`src/rtl/pci_pkg.sv`:
```
// Shared PCI bus definitions: commands, active-low levels, target states.
package pci_pkg;

  localparam logic [3:0] CMD_MEM_READ  = 4'b0110;
  localparam logic [3:0] CMD_MEM_WRITE = 4'b0111;

  localparam logic ASSERTED   = 1'b0;
  localparam logic DEASSERTED = 1'b1;

  typedef enum logic [2:0] {
    ST_IDLE,
    ST_DECODE,
    ST_TURN,
    ST_DATA,
    ST_DISC,
    ST_BUSY
  } tgt_state_e;

endpackage

```
`src/rtl/pci_target_mem.sv`:
```
// Target register file: sync reset-to-zero, active-low byte write enables, comb read.
module pci_target_mem #(
  parameter int unsigned ADDR_BITS = 3
) (
  input  logic                 clk,
  input  logic                 rst,
  input  logic                 we,
  input  logic [3:0]           be_n,
  input  logic [ADDR_BITS-1:0] waddr,
  input  logic [31:0]          wdata,
  input  logic [ADDR_BITS-1:0] raddr,
  output logic [31:0]          rdata
);
  localparam int unsigned DEPTH = 1 << ADDR_BITS;

  logic [31:0] mem_q [DEPTH];

  // Byte-lane writes; reset wins so an aborted transfer never lands.
  always_ff @(posedge clk) begin
    if (rst) begin
      mem_q <= '{default: '0};
    end else if (we) begin
      for (int b = 0; b < 4; b++) begin
        if (!be_n[b]) begin
          mem_q[waddr][8*b +: 8] <= wdata[8*b +: 8];
        end
      end
    end
  end

  assign rdata = mem_q[raddr];

endmodule

```
`src/rtl/pci_simple_target.sv`:
```
// Single-function PCI-style memory target serving an internal register file.
module pci_simple_target
  import pci_pkg::*;
#(
  parameter logic [31:0] BASE_ADDR    = 32'h0000_1000,
  parameter int unsigned ADDR_BITS    = 3,
  parameter int unsigned DEVSEL_DELAY = 1,
  parameter int unsigned WAIT_STATES  = 0
) (
  input  logic        clk,
  input  logic        rst,
  input  logic        FRAME,
  input  logic        IRDY,
  input  logic [31:0] AD_in,
  input  logic [3:0]  CBE,
  output logic [31:0] AD_out,
  output logic        AD_oe,
  output logic        DEVSEL,
  output logic        TRDY,
  output logic        STOP,
  output logic        I_AM_TARGET
);
  localparam int unsigned            CNT_W    = 2;
  localparam int unsigned            TAG_LSB  = ADDR_BITS + 2;
  localparam logic [CNT_W-1:0]       CNT_ONE  = CNT_W'(1);
  localparam logic [CNT_W-1:0]       DD_CNT   = CNT_W'(DEVSEL_DELAY);
  localparam logic [CNT_W-1:0]       WS_CNT   = CNT_W'(WAIT_STATES);
  localparam logic [ADDR_BITS-1:0]   OFF_ONE  = ADDR_BITS'(1);
  localparam logic [ADDR_BITS-1:0]   OFF_LAST = '1;

  tgt_state_e             state_q, state_d;
  logic [ADDR_BITS-1:0]   off_q, off_d;
  logic                   rd_q, rd_d;
  logic [CNT_W-1:0]       cnt_q, cnt_d;
  logic                   prev_idle_q;

  logic [31:0]            ad_out_d;
  logic                   ad_oe_d, devsel_d, trdy_d, stop_d, iam_d;

  logic                   addr_hit_c, is_read_c, rd_now_c;
  logic                   xfer_c, vanish_c;
  logic                   claim_c, start_c, release_c;
  logic                   mem_we_c;
  logic [ADDR_BITS-1:0]   mem_raddr_c;
  logic [31:0]            mem_rdata;

  // Address decode and transfer qualifiers.
  assign is_read_c   = (CBE == CMD_MEM_READ);
  assign addr_hit_c  = (AD_in[31:TAG_LSB] == BASE_ADDR[31:TAG_LSB]) &&
                       (is_read_c || (CBE == CMD_MEM_WRITE));
  assign rd_now_c    = (state_q == ST_IDLE) ? is_read_c : rd_q;
  assign xfer_c      = (state_q == ST_DATA) && (TRDY == ASSERTED) && (IRDY == ASSERTED);
  assign vanish_c    = (FRAME == DEASSERTED) && (IRDY == DEASSERTED);
  assign mem_we_c    = xfer_c && !rd_q;
  // A read transfer preloads the following word; otherwise present the current one.
  assign mem_raddr_c = xfer_c ? (off_q + OFF_ONE) : off_q;

  pci_target_mem #(
    .ADDR_BITS (ADDR_BITS)
  ) u_mem (
    .clk   (clk),
    .rst   (rst),
    .we    (mem_we_c),
    .be_n  (CBE),
    .waddr (off_q),
    .wdata (AD_in),
    .raddr (mem_raddr_c),
    .rdata (mem_rdata)
  );

  // Next-state and next-output logic for the target FSM.
  always_comb begin
    state_d   = state_q;
    off_d     = off_q;
    rd_d      = rd_q;
    cnt_d     = cnt_q;
    ad_out_d  = AD_out;
    ad_oe_d   = AD_oe;
    devsel_d  = DEVSEL;
    trdy_d    = TRDY;
    stop_d    = STOP;
    iam_d     = I_AM_TARGET;
    claim_c   = 1'b0;
    start_c   = 1'b0;
    release_c = 1'b0;

    unique case (state_q)
      ST_IDLE: begin
        if ((FRAME == ASSERTED) && prev_idle_q) begin
          if (addr_hit_c) begin
            off_d = AD_in[ADDR_BITS+1:2];
            rd_d  = is_read_c;
            if (DEVSEL_DELAY == 0) begin
              claim_c = 1'b1;
              // Reads need one turnaround edge before driving AD.
              if (is_read_c) state_d = ST_TURN;
              else           start_c = 1'b1;
            end else begin
              cnt_d   = DD_CNT - CNT_ONE;
              state_d = ST_DECODE;
            end
          end else begin
            state_d = ST_BUSY;
          end
        end
      end

      ST_DECODE: begin
        if (vanish_c) begin
          release_c = 1'b1;
        end else if (cnt_q == '0) begin
          claim_c = 1'b1;
          start_c = 1'b1;
        end else begin
          cnt_d = cnt_q - CNT_ONE;
        end
      end

      ST_TURN: begin
        if (vanish_c) release_c = 1'b1;
        else          start_c   = 1'b1;
      end

      ST_DATA: begin
        if (vanish_c) begin
          release_c = 1'b1;
        end else if (TRDY == ASSERTED) begin
          if (xfer_c) begin
            off_d = off_q + OFF_ONE;
            if (rd_q) ad_out_d = mem_rdata;
            if (FRAME == DEASSERTED) begin
              release_c = 1'b1;
            end else if (off_q == OFF_LAST) begin
              trdy_d  = DEASSERTED;
              stop_d  = ASSERTED;
              ad_oe_d = 1'b0;
              state_d = ST_DISC;
            end else if (WAIT_STATES != 0) begin
              trdy_d = DEASSERTED;
              cnt_d  = WS_CNT - CNT_ONE;
            end
          end
        end else if (cnt_q == '0) begin
          trdy_d = ASSERTED;
        end else begin
          cnt_d = cnt_q - CNT_ONE;
        end
      end

      ST_DISC: begin
        if (FRAME == DEASSERTED) begin
          stop_d   = DEASSERTED;
          devsel_d = DEASSERTED;
          iam_d    = 1'b0;
          state_d  = ST_IDLE;
        end
      end

      ST_BUSY: begin
        if (vanish_c) state_d = ST_IDLE;
      end

      default: state_d = ST_IDLE;
    endcase

    if (release_c) begin
      devsel_d = DEASSERTED;
      trdy_d   = DEASSERTED;
      stop_d   = DEASSERTED;
      ad_oe_d  = 1'b0;
      iam_d    = 1'b0;
      state_d  = ST_IDLE;
    end

    if (claim_c) begin
      devsel_d = ASSERTED;
      iam_d    = 1'b1;
    end

    if (start_c) begin
      state_d = ST_DATA;
      if (rd_now_c) begin
        ad_oe_d  = 1'b1;
        ad_out_d = mem_rdata;
      end
      if (WAIT_STATES == 0) trdy_d = ASSERTED;
      else                  cnt_d  = WS_CNT - CNT_ONE;
    end
  end

  // State and registered-output update.
  always_ff @(posedge clk) begin
    if (rst) begin
      state_q     <= ST_IDLE;
      off_q       <= '0;
      rd_q        <= 1'b0;
      cnt_q       <= '0;
      prev_idle_q <= 1'b0;
      AD_out      <= '0;
      AD_oe       <= 1'b0;
      DEVSEL      <= DEASSERTED;
      TRDY        <= DEASSERTED;
      STOP        <= DEASSERTED;
      I_AM_TARGET <= 1'b0;
    end else begin
      state_q     <= state_d;
      off_q       <= off_d;
      rd_q        <= rd_d;
      cnt_q       <= cnt_d;
      prev_idle_q <= (FRAME == DEASSERTED) && (IRDY == DEASSERTED);
      AD_out      <= ad_out_d;
      AD_oe       <= ad_oe_d;
      DEVSEL      <= devsel_d;
      TRDY        <= trdy_d;
      STOP        <= stop_d;
      I_AM_TARGET <= iam_d;
    end
  end

endmodule

```
`config.mk`:
```
export PLATFORM = sky130hd
export DESIGN_NAME = pci_simple_target
export DESIGN_NICKNAME = d
export VERILOG_FILES = /design/src/rtl/pci_pkg.sv /design/src/rtl/pci_target_mem.sv /design/src/rtl/pci_simple_target.sv
export SDC_FILE = /design/constraint.sdc
export NUM_CORES = 1
export LEC_CHECK = 0
export BUFFER_PORTS_ARGS = -buffer_cell sky130_fd_sc_hd__buf_2
export CAP_MARGIN = 0
export CORE_UTILIZATION = 35
export CTS_CLUSTER_DIAMETER = 150
export DETAILED_ROUTE_END_ITERATION = 7
export PLACE_DENSITY = 0.47
export SETUP_SLACK_MARGIN = 0.15
export SYNTH_ARGS = -nofsm -noshare
export SYNTH_HDL_FRONTEND = slang
export SYNTH_SLANG_ARGS = --single-unit
```
`constraint.sdc`:
```
create_clock -name clk -period 2.9 [get_ports clk]
set_input_delay 0.58 -clock clk [delete_from_list [all_inputs] [get_ports clk]]
set_output_delay 0.58 -clock clk [all_outputs]
set_load 0.005 [all_outputs]
```
==> metrics.md <==
| Metric | Value |
|---|---|
| Outcome | `finished with violations` |
| Violations in the final reports | `DRC` |
| Worst hold path class | `primary input to flip-flop` |
| RePlAce Congestion | `0.8268` |
| Final setup violation count | `0` |
| Vias per cell | `just under 6` |
| Total track usage | `roughly 25%` |
| Root Driver | `clkbuf_16` |
| Cts bufs inserted | `38` |
| Final max-slew violation count | `0` |
| Layout Nets | `approximately 1800` |
| PwrDens | `567.2 nW/um2` |
| Vias in the first global route | `around 13000` |
| Final Cycle Share | `86.09%` |
| Post-route ant nets | `0` |
| Syn_area_per_cell | `between 8 and 9 um2` |
| Actual slew at the worst max-slew pin | `between 0.7 and 0.8 ns` |
| Post_cts resized | `0` |
| Post-synthesis sequential area ratio | `41.56%` |
| Crit start category | `flip-flop` |
| 1st-pass router iterations | `8` |
| CP endpoint kind | `flip-flop` |
| Post-Synthesis Cells | `between 1500 and 2000` |
| Share of flip-flops with an asynchronous set or reset | `0%` |
| Maxcap violations | `0` |
| Die ar. | `roughly 43000 um2` |
| Mapped Area | `14590 um2` |
| Die Ht | `slightly above 200 um` |
| Max Fanout on Critical Path | `19` |
| IR drop worst, VDD | `around 0.00031 V` |
| Most common cell after layout, fill and taps aside | `dfxtp_1` |
| Synth Flop Type | `dfxtp_1` |
| Via count | `~14000` |
| Synth-to-layout area growth | `16.63%` |
| Row count | `74` |
| Post-CTS Setup Inserts | `0` |
| Inst Count DP | `about 2300` |
| Routed wire length | `53.67 mm` |
| Slew Limit Headroom | `~47%` |
| CTS tree | `built` |
| Final Skew | `0.02225 ns` |
| RSZ-0062 raised after global routing | `false` |
| Initial DRC count | `between 1000 and 1500` |
| Placed Instance Area | `between 15000 and 20000 um2` |
| Final Hold Fails | `0` |
| Final Instance Count excl. Fillers | `~2400` |
| Max clock buf depth | `3` |
| Clk Latency, worst-skew pair | `between 0.5 and 0.6 ns` |
| Clock sink total | `slightly above 300` |
| Yosys cell types | `55` |
| Largest net degree at the start of global routing | `between 100 and 150` |
| Port bufs | `76` |
| Most frequent cells in the layout | `301 x dfxtp_1, 292 x nand2_1, 255 x a21oi_1, 233 x nand3_1, 81 x mux2i_1` |
| Synth warn | `0` |
| Final instance area | `around 17000 um2` |
| IO Pins | `just under 80` |
| Min Hold Slack | `about 0.36 ns` |
| Share of post-route cells with drive strength above 1 | `about 15%` |
| Final global-route overflow total | `0` |
| Starting Density | `a little over a third` |
| DRC errors left | `10` |
| Seq cells post-synth | `303` |
| Max Fclk | `0.4006 GHz` |
| H-tree levels | `2` |
| CP Class | `flip-flop to flip-flop` |
| Antenna violations before repair | `3` |
| Syn_nets | `1828` |
| HPWL Detailed | `about 33 mm` |
| EDFF count, synth | `0` |
| Fin crit period | `~2.5 ns` |
| Hold-fix buffers, CTS | `0` |
| First-pass GRT wire length | `approximately 81 mm` |
| WL per Instance | `between 20 and 25 um` |
| Chip width | `approximately 210 um` |
| Leakage power | `5.578 nW` |
| Critical path data arrival time | `roughly 3.0 ns` |
| Data required, critical path | `~3.4 ns` |
| Core box area | `41020 um2` |
| Reg clk slew, reported paths | `0.06 ns` |
| Final TNS setup | `0 ns` |
## where the power goes
part | internal, W | leakage [nW] | switching (W) | total [W]
clock network | 0.00275 | 0.581 | 0.00185 | 0.00460
logic | 0.000273 | 2.56 | 0.000512 | 0.000785
registers | 0.00420 | 2.44 | 0.0000643 | 0.00427
total | 0.00723 | 5.58 | 0.00243 | 0.00965
## cell usage after synthesis, drive strengths merged, types with 22 or more instances
cell | instances | share of area, %
mux2i | 81 | 5.6
dfxtp | 303 | 42
a21oi | 256 | 8.8
buf | 32 | 1.2
o221ai | 74 | 5.2
clkbuf | 153 | 4.0
o211ai | 22 | 1.1
nand2 | 292 | 7.5
o22ai | 62 | 2.7
o22a | 22 | 1.3
mux4 | 22 | 3.4
o21ai | 35 | 1.2
nor2 | 76 | 2.0
nand3 | 234 | 8.1
## critical path: stages (launching register included)
cell,delay [ns]
dfxtp_1,0.60
nand4bb_4,0.15
or2_1,0.29
buf_4,0.22
a211oi_4,0.23
buf_4,0.37
o221ai_1,0.18
o22a_1,0.19
o221ai_1,0.19
## worst paths after layout
check | startpoint | to | slack, ns | cells after the start
hold / removal | AD_in[11] | u_mem.mem_q[75]$_SDFFE_PP0P_ | 0.36 | 3
hold reg to reg | I_AM_TARGET$_SDFFE_PP0P_ | I_AM_TARGET$_SDFFE_PP0P_ | 0.45 | 2
setup / recovery | state_q[0]$_SDFFE_PP0P_ | AD_out[7]$_SDFF_PP0_ | 0.40 | 8
setup reg to reg | state_q[0]$_SDFFE_PP0P_ | AD_out[7]$_SDFF_PP0_ | 0.40 | 8
## state kept, by name (all words and copies together), names as in the netlist
| name | count |
|---|---|
| u_mem.mem_q | 256 |
| AD_out | 32 |
| off_q | 3 |
| state_q | 3 |
| cnt_q | 2 |
| AD_oe | 1 |
| DEVSEL | 1 |
| I_AM_TARGET | 1 |
| STOP | 1 |
| TRDY | 1 |
| prev_idle_q | 1 |
| rd_q | 1 |
## cell type report
cell class              count  area, um2
flip-flops and latches    303       6071
multi-input cells        1288       7821
clock buffers              60       1176
repair buffers            163       1242
diodes                      1      2.502
fillers                  4116      24000
clock inverters             1      8.758
well taps                 532      665.6
inverters                   9      33.78
## routing by layer
metal | vias to the layer above | track usage (%) | routed length (um)
li1 | 6560 | - | -
met5 | - | 0 | 11
met3 | 111 | 3.280 | 3286
met2 | 493 | 39.74 | 24620
met1 | 6829 | 34.89 | 23980
met4 | 2 | 9.979 | 1761
## cell families after synthesis
| family | synth area share [%] |
|---|---|
| AND/OR/NAND/NOR | 20.24 |
| AO/OA/AOI/OAI | 23.51 |
| flip-flops | 41.56 |
| buffers and inverters | 5.401 |
| multiplexers | 9.028 |
| adder cells (fa/ha/maj) | 0.2572 |
## through the flow
stage	power [W]	setup WS, ns	util [%]
after floorplan	0.004844	0.6575	-
after detailed placement	0.005134	0.2056	38.60
after CTS	0.009750	0.4268	41.49
after global placement	0.005133	0.2202	38.60
final	0.009654	0.4035	41.50
after global routing	0.009985	0.2251	41.50
Note: power is estimated with default switching activity, not from simulation.
